<file path="config.mk">
export PLATFORM = sky130hd
export DESIGN_NAME = qcl_accum_sequencer
export DESIGN_NICKNAME = d
export VERILOG_FILES = /design/src/rtl/qcl_accum_sequencer.sv
export SDC_FILE = /design/constraint.sdc
export NUM_CORES = 1
export LEC_CHECK = 0
export CAP_MARGIN = 20
export CORE_MARGIN = 3
export CORE_UTILIZATION = 30
export CTS_CLUSTER_SIZE = 40
export DETAILED_ROUTE_END_ITERATION = 16
export PLACE_DENSITY_LB_ADDON = 0.08
export SLEW_MARGIN = 20
export SYNTH_ARGS = -nofsm -noshare
export SYNTH_HDL_FRONTEND = slang
export SYNTH_SLANG_ARGS = --single-unit
</file>
<file path="constraint.sdc">
create_clock -name clk_i -period 4 [get_ports clk_i]
set_input_delay 0.8 -clock clk_i [delete_from_list [all_inputs] [get_ports clk_i]]
set_output_delay 0.8 -clock clk_i [all_outputs]
set_load 0.01 [all_outputs]
</file>
<file path="src/rtl/qcl_accum_sequencer.sv">
// rtl/qcl_accum_sequencer.sv - frames triggered records into accumulation passes for the waveform RAM accumulator
module qcl_accum_sequencer #(
    parameter int els_p        = 1024,
    parameter int width_p      = 14,
    parameter int pass_width_p = 16,
    parameter int drain_p      = 3
) (
    input  logic                      clk_i,
    input  logic                      reset_i,
    input  logic                      cfg_v_i,
    input  logic [$clog2(els_p):0]    cfg_samples_i,
    input  logic [pass_width_p-1:0]   cfg_passes_i,
    output logic                      cfg_err_o,
    input  logic                      trig_i,
    input  logic                      sample_v_i,
    input  logic [width_p-1:0]        data_i,
    output logic                      acc_enable_o,
    output logic                      acc_clear_o,
    output logic [$clog2(els_p)-1:0]  acc_addr_o,
    output logic [width_p-1:0]        acc_data_o,
    output logic                      busy_o,
    output logic                      done_o,
    output logic [pass_width_p-1:0]   pass_cnt_o,
    output logic                      trig_miss_o
);

    localparam int addr_w_lp  = $clog2(els_p);
    localparam int drain_w_lp = $clog2(drain_p + 2);
    localparam logic [addr_w_lp:0]    els_lp       = (addr_w_lp + 1)'(els_p);
    localparam logic [drain_w_lp-1:0] drain_last_lp = drain_w_lp'(drain_p + 1);

    typedef enum logic [2:0] {
        idle_s, armed_s, run_s, drain_s, done_s
    } state_e;

    state_e                  state_r, state_n;
    logic [addr_w_lp:0]      n_r;
    logic [pass_width_p-1:0] p_r;
    logic [addr_w_lp-1:0]    k_r;
    logic [drain_w_lp-1:0]   drain_cnt_r;

    logic                    cfg_open, cfg_ok, cfg_load;
    logic                    accept, last_sample, drain_end, trig_late;
    logic [pass_width_p-1:0] pass_next;

    assign cfg_open    = (state_r == idle_s) || (state_r == done_s);
    assign cfg_ok      = (cfg_samples_i != '0) && (cfg_samples_i <= els_lp) && (cfg_passes_i != '0);
    assign cfg_load    = cfg_v_i && cfg_open && cfg_ok;
    assign accept      = (state_r == run_s) && sample_v_i;
    assign last_sample = accept && ({1'b0, k_r} == (n_r - 1'b1));
    assign drain_end   = (state_r == drain_s) && (drain_cnt_r == drain_last_lp);
    assign trig_late   = trig_i && ((state_r == run_s) || (state_r == drain_s));
    assign pass_next   = pass_cnt_o + 1'b1;

    always_ff @(posedge clk_i) begin
        if (reset_i) begin
            state_r <= idle_s;
        end else begin
            state_r <= state_n;
        end
    end

    always_comb begin
        state_n = state_r;
        case (state_r)
            idle_s, done_s: if (cfg_load) state_n = armed_s;
            armed_s:        if (trig_i) state_n = run_s;
            run_s:          if (last_sample) state_n = drain_s;
            drain_s:        if (drain_end) state_n = (pass_next == p_r) ? done_s : armed_s;
            default:        state_n = idle_s;
        endcase
    end

    always_comb begin
        busy_o = (state_r == armed_s) || (state_r == run_s) || (state_r == drain_s);
        done_o = (state_r == done_s);
    end

    always_ff @(posedge clk_i) begin
        if (reset_i) begin
            cfg_err_o    <= 1'b0;
            acc_enable_o <= 1'b0;
            acc_clear_o  <= 1'b0;
            acc_addr_o   <= '0;
            acc_data_o   <= '0;
            pass_cnt_o   <= '0;
            trig_miss_o  <= 1'b0;
            n_r          <= '0;
            p_r          <= '0;
            k_r          <= '0;
            drain_cnt_r  <= '0;
        end else begin
            cfg_err_o    <= cfg_v_i && cfg_open && !cfg_ok;
            acc_enable_o <= accept;
            // pass 0 overwrites stale RAM contents instead of adding to them
            acc_clear_o  <= accept && (pass_cnt_o == '0);
            if (accept) begin
                acc_addr_o <= k_r;
                acc_data_o <= data_i;
                k_r        <= k_r + 1'b1;
            end
            if ((state_r == armed_s) && trig_i) begin
                k_r <= '0;
            end
            if (cfg_load) begin
                n_r         <= cfg_samples_i;
                p_r         <= cfg_passes_i;
                pass_cnt_o  <= '0;
                trig_miss_o <= 1'b0;
            end else if (trig_late) begin
                trig_miss_o <= 1'b1;
            end
            // counts from the last-enable cycle so the final write lands before re-arming
            if (last_sample) begin
                drain_cnt_r <= '0;
            end else if (state_r == drain_s) begin
                drain_cnt_r <= drain_cnt_r + 1'b1;
            end
            if (drain_end) begin
                pass_cnt_o <= pass_next;
            end
        end
    end

endmodule
</file>
Word-level counts from Yosys, hierarchy flattened --
Index checks and enable logic that the tools add are counted.
Word-level totals: flip-flop bits (word level) 87, input port bits 46, output and inout port bits 46, word-level logic and storage cells 62
Cells by class: add/subtract/negate cells 4, $lt $le $gt $ge 1, equal/unequal tests 11, muxes and demuxes 8, reduce and logical (&&, ||, !) cells 26
Operators with widths (count):
- 2-to-1 mux 16 bit | 2
- adder 16 x 1 -> 16 bit (second input constant) | 1
- == test 16 bit | 1
- logical NOT 16 bit | 1
- nonzero test 16 bit | 1
- 2-to-1 mux 3 bit | 5
- case mux 3 bit (4 select lines) | 1
- == test 10 x 11 -> 1 bit | 1
- <= comparator 11 bit (second input constant) | 1
- logical AND 1 bit | 11
- nonzero test 11 bit | 1
- subtractor 11 x 1 -> 11 bit (second input constant) | 1
- adder 10 x 1 -> 10 bit (second input constant) | 1
- != test 2 bit (second input constant) | 4
- OR reduction 2 bit | 4
- == test 3 x 2 -> 1 bit (second input constant) | 2
- == test 3 bit (second input constant) | 2
- logical OR 1 bit | 4
- AND reduction 4 bit | 1
- adder 3 x 1 -> 3 bit (second input constant) | 1
- == test 3 x 1 -> 1 bit (second input constant) | 1
- logical NOT 3 bit | 1
- nonzero test 2 bit | 1
- logical NOT 1 bit | 1

Depth between registers and ports, before layout --
Gate-level depths: netlist of run 1.
depth in word-level cells 6, gate-level depth with buffers 10, mapped depth without buffers 10

Worst setup path after synthesis of run 1 --
No wires, ideal clock.
kind flip-flop to flip-flop, start point register pass_cnt_o[0], end point register state_r[2], library setup time 70 ps, arrival 2366 ps, data required time 3930 ps, slack 1563 ps, cell stages (with the launch flop) 10, path buffers 0, clock period less this slack 2437 ps, path through dfxtp_1 -> ha_1 -> nand4_1 -> nor4_1 -> xnor2_1 -> nand2_1 -> nor4_1 -> nand3_1 -> or3_1 -> a21oi_1
On the way: cells in the longest elaborated chain, start to end 5
Ends and longest elaborated chain:
- start: declaration | line 23 | output logic [pass_width_p-1:0] pass_cnt_o,
- start signal: assignment | line 120 | pass_cnt_o <= pass_next;
- adder 16 x 1 -> 16 bit | line 53 | assign pass_next = pass_cnt_o + 1'b1;
- == test 16 bit | line 69 | drain_s: if (drain_end) state_n = (pass_next == p_r) ? done_s : armed_s;
- 2-to-1 mux 3 bit (2 in a row) | line 69
- case mux 3 bit (4 select lines) | line 65 | case (state_r)
- end signal: assignment | line 57 | state_r <= idle_s;
- end signal: assignment | line 59 | state_r <= state_n;
- end: declaration | line 36 | state_e state_r, state_n;
No other way between the ends. The select of a mux whose other input is x is not followed. A chain may end at the register's enable or synchronous reset.

Worst setup path in the final report of run 1 --
Ends and elaborated chain as after synthesis.

==> flow_summary.json, run 1 <==
{
  "layout-area-overhead-vs-synth_pct": 30.82,
  "clockPowerShare": 0.409,
  "grt_antenna_before_repair": 0,
  "core_area_um2": 14040,
  "crit_required_ns": 4.27,
  "setup_repair_after_global_routing_missed_its_margin": "no",
  "synthesis.area_um2": 4357,
  "max-clock-path-buffers": 2,
  "ios": 92,
  "routabilityCongestion": 0.8204,
  "seq_area_frac_synth": 0.3998,
  "rr_startpoint": "pass_cnt_o[0]",
  "finalCritPeriodShare": 0.7790,
  "share_seq_of_total_power": 0.433,
  "p_sw_frac": 0.2609,
  "cts_resized": 0,
  "h_tree_level_count": 3,
  "post-route-min-period_ns": 3.116,
  "ir_drop_v": 0.0002222,
  "global_route.usage.total": 0.1610,
  "critical_path.startpoint_type": "register",
  "outcome": "finished, final reports clean",
  "cts_root_buf": "clkbuf_16",
  "route.detailed.wl_per_inst_um": 15.57,
  "internal-power_w": 0.001627,
  "die_area_um2": 16000,
  "most_common_flop_cell_mapped_by_yosys": "dfxtp_1",
  "number_of_nets_in_the_layout": 698,
  "yosys_register_bits": 87,
  "numPortBuffers": 91,
  "ff2ff_setup_slack_ns": 0.88,
  "clock-sinks": 87,
  "grt_max_degree": 41,
  "post_synth_num_cell_types": 53,
  "wire_length_of_the_first_global_routing_pass_um": 20570,
  "worst_setup_path_endpoint": "state_r[2]",
  "drcViolationCount": 0,
  "max_slew.worst_pin.slew_ns": 0.8321,
  "clkLatencyLatePin_ns": 0.34,
  "fillers": 1446,
  "tritoncts.num_buffers": 9,
  "timing.critical_path.fanout_max": 9,
  "cells_after_synthesis": 575,
  "timing.hold.ws_ns": 0.4528,
  "leakage_nw": 1.924,
  "start_util": 0.3103,
  "timing.reg2reg.worst_path_depth": 9,
  "switching_power_w": 0.0005742,
  "slew-limit-headroom": 0.4452,
  "worst_setup_path_end_kind": "register",
  "yosysWarningCount": 0,
  "num_antenna_cells": 0,
  "ys_async_sr_fraction": 0,
  "combinational_share_of_power": 0.158,
  "share_of_post_route_cells_with_drive_strength_above_1": 0.04462,
  "die_y_um": 126.5,
  "post_synth.cell_area_avg_um2": 7.577,
  "mostFrequentLayoutCells": "124 x nand2_1, 90 x clkdlybuf4s50_1, 87 x dfxtp_1, 80 x a21oi_1, 39 x nor2_1",
  "post-dp-hpwl_um": 9475,
  "drv_cap": 0,
  "first_iter_violations": 211,
  "synth.net_count": 627,
  "path_clk_slew_ns": 0.06,
  "path_type_of_the_worst_setup_path": "reg2reg",
  "final-setup-viol-count": 0,
  "timing.final.max_slew_violations": 0,
  "final_antenna_net_count": 0,
  "clock_skew_ns": 0.004258,
  "timing.rr.end": "state_r[2]",
  "post_cts_buffers": 0,
  "pwr_density_cell_nw_per_um2": 386.2,
  "final_common_cell": "nand2_1",
  "via_per_inst": 5.052,
  "first_global_vias": 3932,
  "timing.fmax_ghz": 0.3209,
  "arrival_ns": 3.38,
  "cts_hold_repair.buffers": 0,
  "row_count": 43,
  "critPathLaunch": "pass_cnt_o[0]",
  "drt_pass1_iterations": 5,
  "setup-tns-final_ns": 0,
  "detailroute.via_count": 4193,
  "synth_enable_flop_cells": 0,
  "totalWireLength_um": 12920,
  "number_of_hold_violations_in_the_final_report": 0,
  "die-width_um": 126.5,
  "timing.hold.worst.class": "reg2reg",
  "clock_tree_from_tritoncts": "yes",
  "globalRoute.totalOverflow": 0
}
## power by group through the flow
| stage | sequential, W | clock [W] | combinational, W |
|---|---|---|---|
| final | 0.000954 | 0.000899 | 0.000348 |
| after global routing | 0.000960 | 0.000961 | 0.000386 |
| after CTS | 0.000954 | 0.000932 | 0.000352 |
| after detailed placement | 0.000974 | 0 | 0.000351 |
| after global placement | 0.000973 | 0 | 0.000346 |
| after floorplan | 0.000954 | 0 | 0.000221 |
## how the worst min path moves through the flow
stage / start / endpoint / slack, ns / cells after the start
5_1_grt: acc_data_o[6] / acc_data_o[6] / 0.47 / 2
6_report: acc_addr_o[4] / acc_addr_o[4] / 0.45 / 2
3_5_place_dp: acc_data_o[0] / acc_data_o[0] / 0.45 / 2
4_1_cts: acc_data_o[0] / acc_data_o[0] / 0.46 / 2
2_1_floorplan: n_r[10] / n_r[10] / 0.45 / 2
3_3_place_gp: acc_addr_o[4] / acc_addr_o[4] / 0.44 / 2
## per-layer routing
metal	wire [µm]	GRT usage	share of wire	vias up
met2	6026	0.2684	0.47	102
met3	555	0.03747	0.043	16
met4	283	0.05868	0.022	0
met1	6058	0.2034	0.47	1947
met5	0	0	0	-
li1	-	-	-	2128
## layout make-up
cell class	instances	area (µm²)	share of cell area
tap	180	225.2	0.03952
clock inverter	3	67.56	0.01186
clock buffer	12	246.5	0.04325
multi-input combinational	436	2407	0.4224
sequential	87	1742	0.3056
inverter	14	52.55	0.009221
timing repair buffer	98	958.4	0.1682
## cells in the mapped netlist (2+ instances only)
library cell | instances | area share
xnor2_1 | 18 | 0.036
nor2b_1 | 6 | 0.0086
or2_2 | 2 | 0.0029
clkbuf_1 | 27 | 0.023
clkbuf_2 | 2 | 0.0023
xor2_1 | 22 | 0.044
o311ai_0 | 2 | 0.0040
a211oi_1 | 6 | 0.010
nor4_1 | 15 | 0.022
nand2_1 | 124 | 0.11
buf_2 | 5 | 0.0057
a31oi_1 | 6 | 0.0086
and3_1 | 4 | 0.0057
and3b_1 | 3 | 0.0060
o21ai_0 | 21 | 0.024
ha_1 | 6 | 0.017
nand3_1 | 23 | 0.026
mux2i_1 | 2 | 0.0046
nand4_1 | 12 | 0.017
a21oi_1 | 80 | 0.092
nor3_1 | 4 | 0.0046
nor2_1 | 39 | 0.034
inv_1 | 14 | 0.012
or3_1 | 10 | 0.014
a211o_1 | 2 | 0.0040
buf_1 | 3 | 0.0026
a311oi_1 | 2 | 0.0040
dfxtp_1 | 87 | 0.40
and2_1 | 3 | 0.0043
nand4b_1 | 2 | 0.0040
## logic make-up after synthesis
family                   Yosys count  synth area share
AND/OR/NAND/NOR                  260            0.2849
AO/OA/AOI/OAI                    128            0.1654
flip-flops                        87            0.3998
buffers and inverters             52           0.04767
XOR/XNOR                          40           0.08041
adder cells (fa/ha/maj)            6           0.01723
multiplexers                       2          0.004595
## flip-flops by register name (all words and copies together), names as in the netlist
signal / flops
acc_enable_o: 1
trig_miss_o: 1
acc_clear_o: 1
acc_data_o: 14
n_r: 11
k_r: 10
state_r: 3
acc_addr_o: 10
drain_cnt_r: 3
p_r: 16
pass_cnt_o: 16
cfg_err_o: 1
## per-stage QoR
step                      area [µm²]  std cells  worst slack, ns  power, W    util
after floorplan                 4357        575            1.563  0.001175       -
after global placement          5385        815           0.8129  0.001320  0.3835
after detailed placement        5385        815           0.8236  0.001325  0.3835
after CTS                       5699        830           0.9152  0.002238  0.4059
after global routing            5699        830           0.6061  0.002306  0.4059
final                           5699        830           0.8840  0.002201  0.4059
## critical path: stages, from the launching register on
cell and delay [ns]:
dfxtp_1 0.57, ha_1 0.36, nand4_1 0.19, nor4_1 0.64
xnor2_1 0.18, nand2_1 0.08, nor4_1 0.43, nand3_1 0.13
or3_1 0.32, a21oi_1 0.13
No activity file was read; power rests on OpenSTA's default activity.
==> run 2, diff against run 1 <==
- clock period: 4 -> 3.15 ns (I/O delays scaled with it)
==> run 2 against run 1 <==
  * Combinational power grew 27%
  * Die area is the same
  * Hold slack gained 0.0012 ns
  * Clock power grew 11%
  * Register-to-register slack lost 0.52 ns
==> flow_summary.json, run 2 (synthesis gave the netlist of run 1 again) <==
{
  "outcome": "finished, final reports clean",
  "slew-limit-headroom": 0.4894,
  "grt_max_degree": 37,
  "die_y_um": 126.5,
  "start_util": 0.3103,
  "fillers": 1455,
  "timing.final.max_slew_violations": 0,
  "number_of_nets_in_the_layout": 710,
  "h_tree_level_count": 3,
  "routabilityCongestion": 0.8250,
  "globalRoute.totalOverflow": 0,
  "ir_drop_v": 0.0002267,
  "final_antenna_net_count": 0,
  "ios": 92,
  "drt_pass1_iterations": 4,
  "post-dp-hpwl_um": 9712,
  "path_clk_slew_ns": 0.06,
  "finalPower_w": 0.002650,
  "number_of_cells_on_the_worst_hold_path": 2,
  "m1WireLength_um": 6095,
  "setup-tns-final_ns": 0,
  "critical_path_cell_count": 9,
  "numPortBuffers": 91,
  "path_type_of_the_worst_setup_path": "reg2reg",
  "clockPowerShare": 0.376,
  "die_area_um2": 16000,
  "drv_cap": 0,
  "post-route-util": 0.4091,
  "critical_path.startpoint_type": "register",
  "cpLargestDelayFamily": "simple AND/OR/NAND/NOR gates",
  "highest_metal_layer_used_by_the_detailed_router": "met4",
  "first_iter_violations": 206,
  "biggestRegsByFlops": "p_r: 16 flops, pass_cnt_o: 16 flops, acc_data_o: 14 flops",
  "crit_slowest_cell": "dfxtp_1",
  "share_of_post_route_cells_with_drive_strength_above_1": 0.06344,
  "max_slew.worst_pin.slew_ns": 0.7643,
  "leakage_nw": 1.964,
  "met2_routed_length_um": 6166,
  "ff2ff_setup_slack_ns": 0.37,
  "pwr_density_cell_nw_per_um2": 461.4,
  "timing.hold.worst.class": "reg2reg",
  "drcViolationCount": 0,
  "wire_length_of_the_first_global_routing_pass_um": 21450,
  "grt_antenna_before_repair": 0,
  "worstPathBufferInverterCount": 0,
  "core_area_um2": 14040,
  "internal-power_w": 0.001907,
  "final_common_cell": "nand2_1",
  "share_seq_of_total_power": 0.457,
  "detailroute.via_count": 4259,
  "post_cts_buffers": 0,
  "max-clock-path-buffers": 2,
  "cts_root_buf": "clkbuf_16",
  "clock-sinks": 87,
  "number_of_hold_violations_in_the_final_report": 0,
  "cpPeakStageDelay_ns": 0.57,
  "met3RoutedLength_um": 621,
  "timing.fmax_ghz": 0.3591,
  "crit_path_cell_trace": "ha_1, nand4_1, or3b_2, xnor2_1, a211oi_1, and4_1, nand3_1, or3_1, a21oi_1",
  "arrival_ns": 3.07,
  "global_route.usage.total": 0.1674,
  "mostFrequentLayoutCells": "124 x nand2_1, 90 x clkdlybuf4s50_1, 87 x dfxtp_1, 80 x a21oi_1, 38 x nor2_1",
  "clock_tree_from_tritoncts": "yes",
  "post-route-min-period_ns": 2.785,
  "via_per_inst": 5.058,
  "hold_path_endpoint": "acc_data_o[7]",
  "final-setup-viol-count": 0,
  "layout-area-overhead-vs-synth_pct": 31.85,
  "timing.rr.end": "state_r[2]",
  "die-width_um": 126.5,
  "row_count": 43,
  "tritoncts.num_buffers": 9,
  "combinational_share_of_power": 0.167,
  "clock_skew_ns": 0.007012,
  "num_antenna_cells": 0,
  "finalCritPeriodShare": 0.8841,
  "clkLatencyLatePin_ns": 0.35,
  "worstHoldStart": "acc_data_o[7]",
  "setup_repair_after_global_routing_missed_its_margin": "no",
  "first_global_vias": 4187,
  "p_sw_frac": 0.2804,
  "route.detailed.wl_per_inst_um": 15.62,
  "switching_power_w": 0.0007432,
  "crit_required_ns": 3.43,
  "totalWireLength_um": 13150,
  "worst_setup_path_end_kind": "register",
  "timing.critical_path.fanout_max": 9,
  "rr_startpoint": "pass_cnt_o[0]",
  "timing.reg2reg.worst_path_depth": 9
}
[run 2: cell types whose count changed in the layout (fill, tap and decap cells not counted)]
cell / before / now
buf_4: 7 / 19
bufinv_16: 2 / 0
clkinv_2: 0 / 1
clkinvlp_4: 1 / 2
nor2_1: 39 / 38
nor2_2: 1 / 2
[run 2: metrics by stage]
| step | hold WS [ns] | instance area (µm²) | cells | setup slack (ns) |
|---|---|---|---|---|
| after detailed placement | 0.4469 | 5475 | 827 | -0.05492 |
| final | 0.4540 | 5744 | 842 | 0.3650 |
| after global placement | 0.4434 | 5475 | 827 | -0.02682 |
| after floorplan | 0.4481 | 4357 | 575 | 0.7132 |
| after CTS | 0.4556 | 5742 | 842 | 0.2868 |
| after global routing | 0.4747 | 5744 | 842 | 0.1436 |
[run 2: area by class of cell]
cell class,count,area [µm²],area share
Clock buffer,12,246.5,0.04291
Clock inverter,3,20.02,0.003485
Multi-Input combinational cell,436,2410,0.4195
Sequential cell,87,1742,0.3032
Inverter,14,52.55,0.009148
Tap cell,180,225.2,0.03921
Timing Repair Buffer,110,1049,0.1825
[run 2: how the worst max path moves through the flow]
stage	endpoint	start	slack [ns]
floorplan	state_r[2]	pass_cnt_o[0]	0.71
detailed placement	pass_cnt_o[7]	cfg_passes_i[7]	-0.05
global route	state_r[2]	pass_cnt_o[0]	0.14
CTS	pass_cnt_o[7]	cfg_passes_i[7]	0.29
global placement	pass_cnt_o[10]	cfg_passes_i[7]	-0.03
finish	state_r[2]	pass_cnt_o[0]	0.37
[run 2: power by group through the flow]
stage	registers, W	clock network, W	logic [W]
after CTS	0.00121	0.00103	0.000447
after detailed placement	0.00124	0	0.000446
after global routing	0.00122	0.00107	0.000497
after floorplan	0.00121	0	0.000281
after global placement	0.00123	0	0.000441
final	0.00121	0.000997	0.000443
[run 2: routing by layer]
layer	up-vias	global-route usage
met3	18	0.04379
met5	-	0
met2	101	0.2833
met4	0	0.05615
met1	1991	0.2068
li1	2149	-
[run 2: worst register-to-register path, cell delays in order, from the launching register on]
cell,delay [ns]
dfxtp_1,0.57
ha_1,0.28
nand4_1,0.17
or3b_2,0.52
xnor2_1,0.15
a211oi_1,0.18
and4_1,0.29
nand3_1,0.10
or3_1,0.33
a21oi_1,0.14
[run 2: what timing repair did]
item                                    4_1_cts  5_1_grt
endpoints found under the setup margin        0        1
hold buffers                                  0        0
resized for setup                             0        1
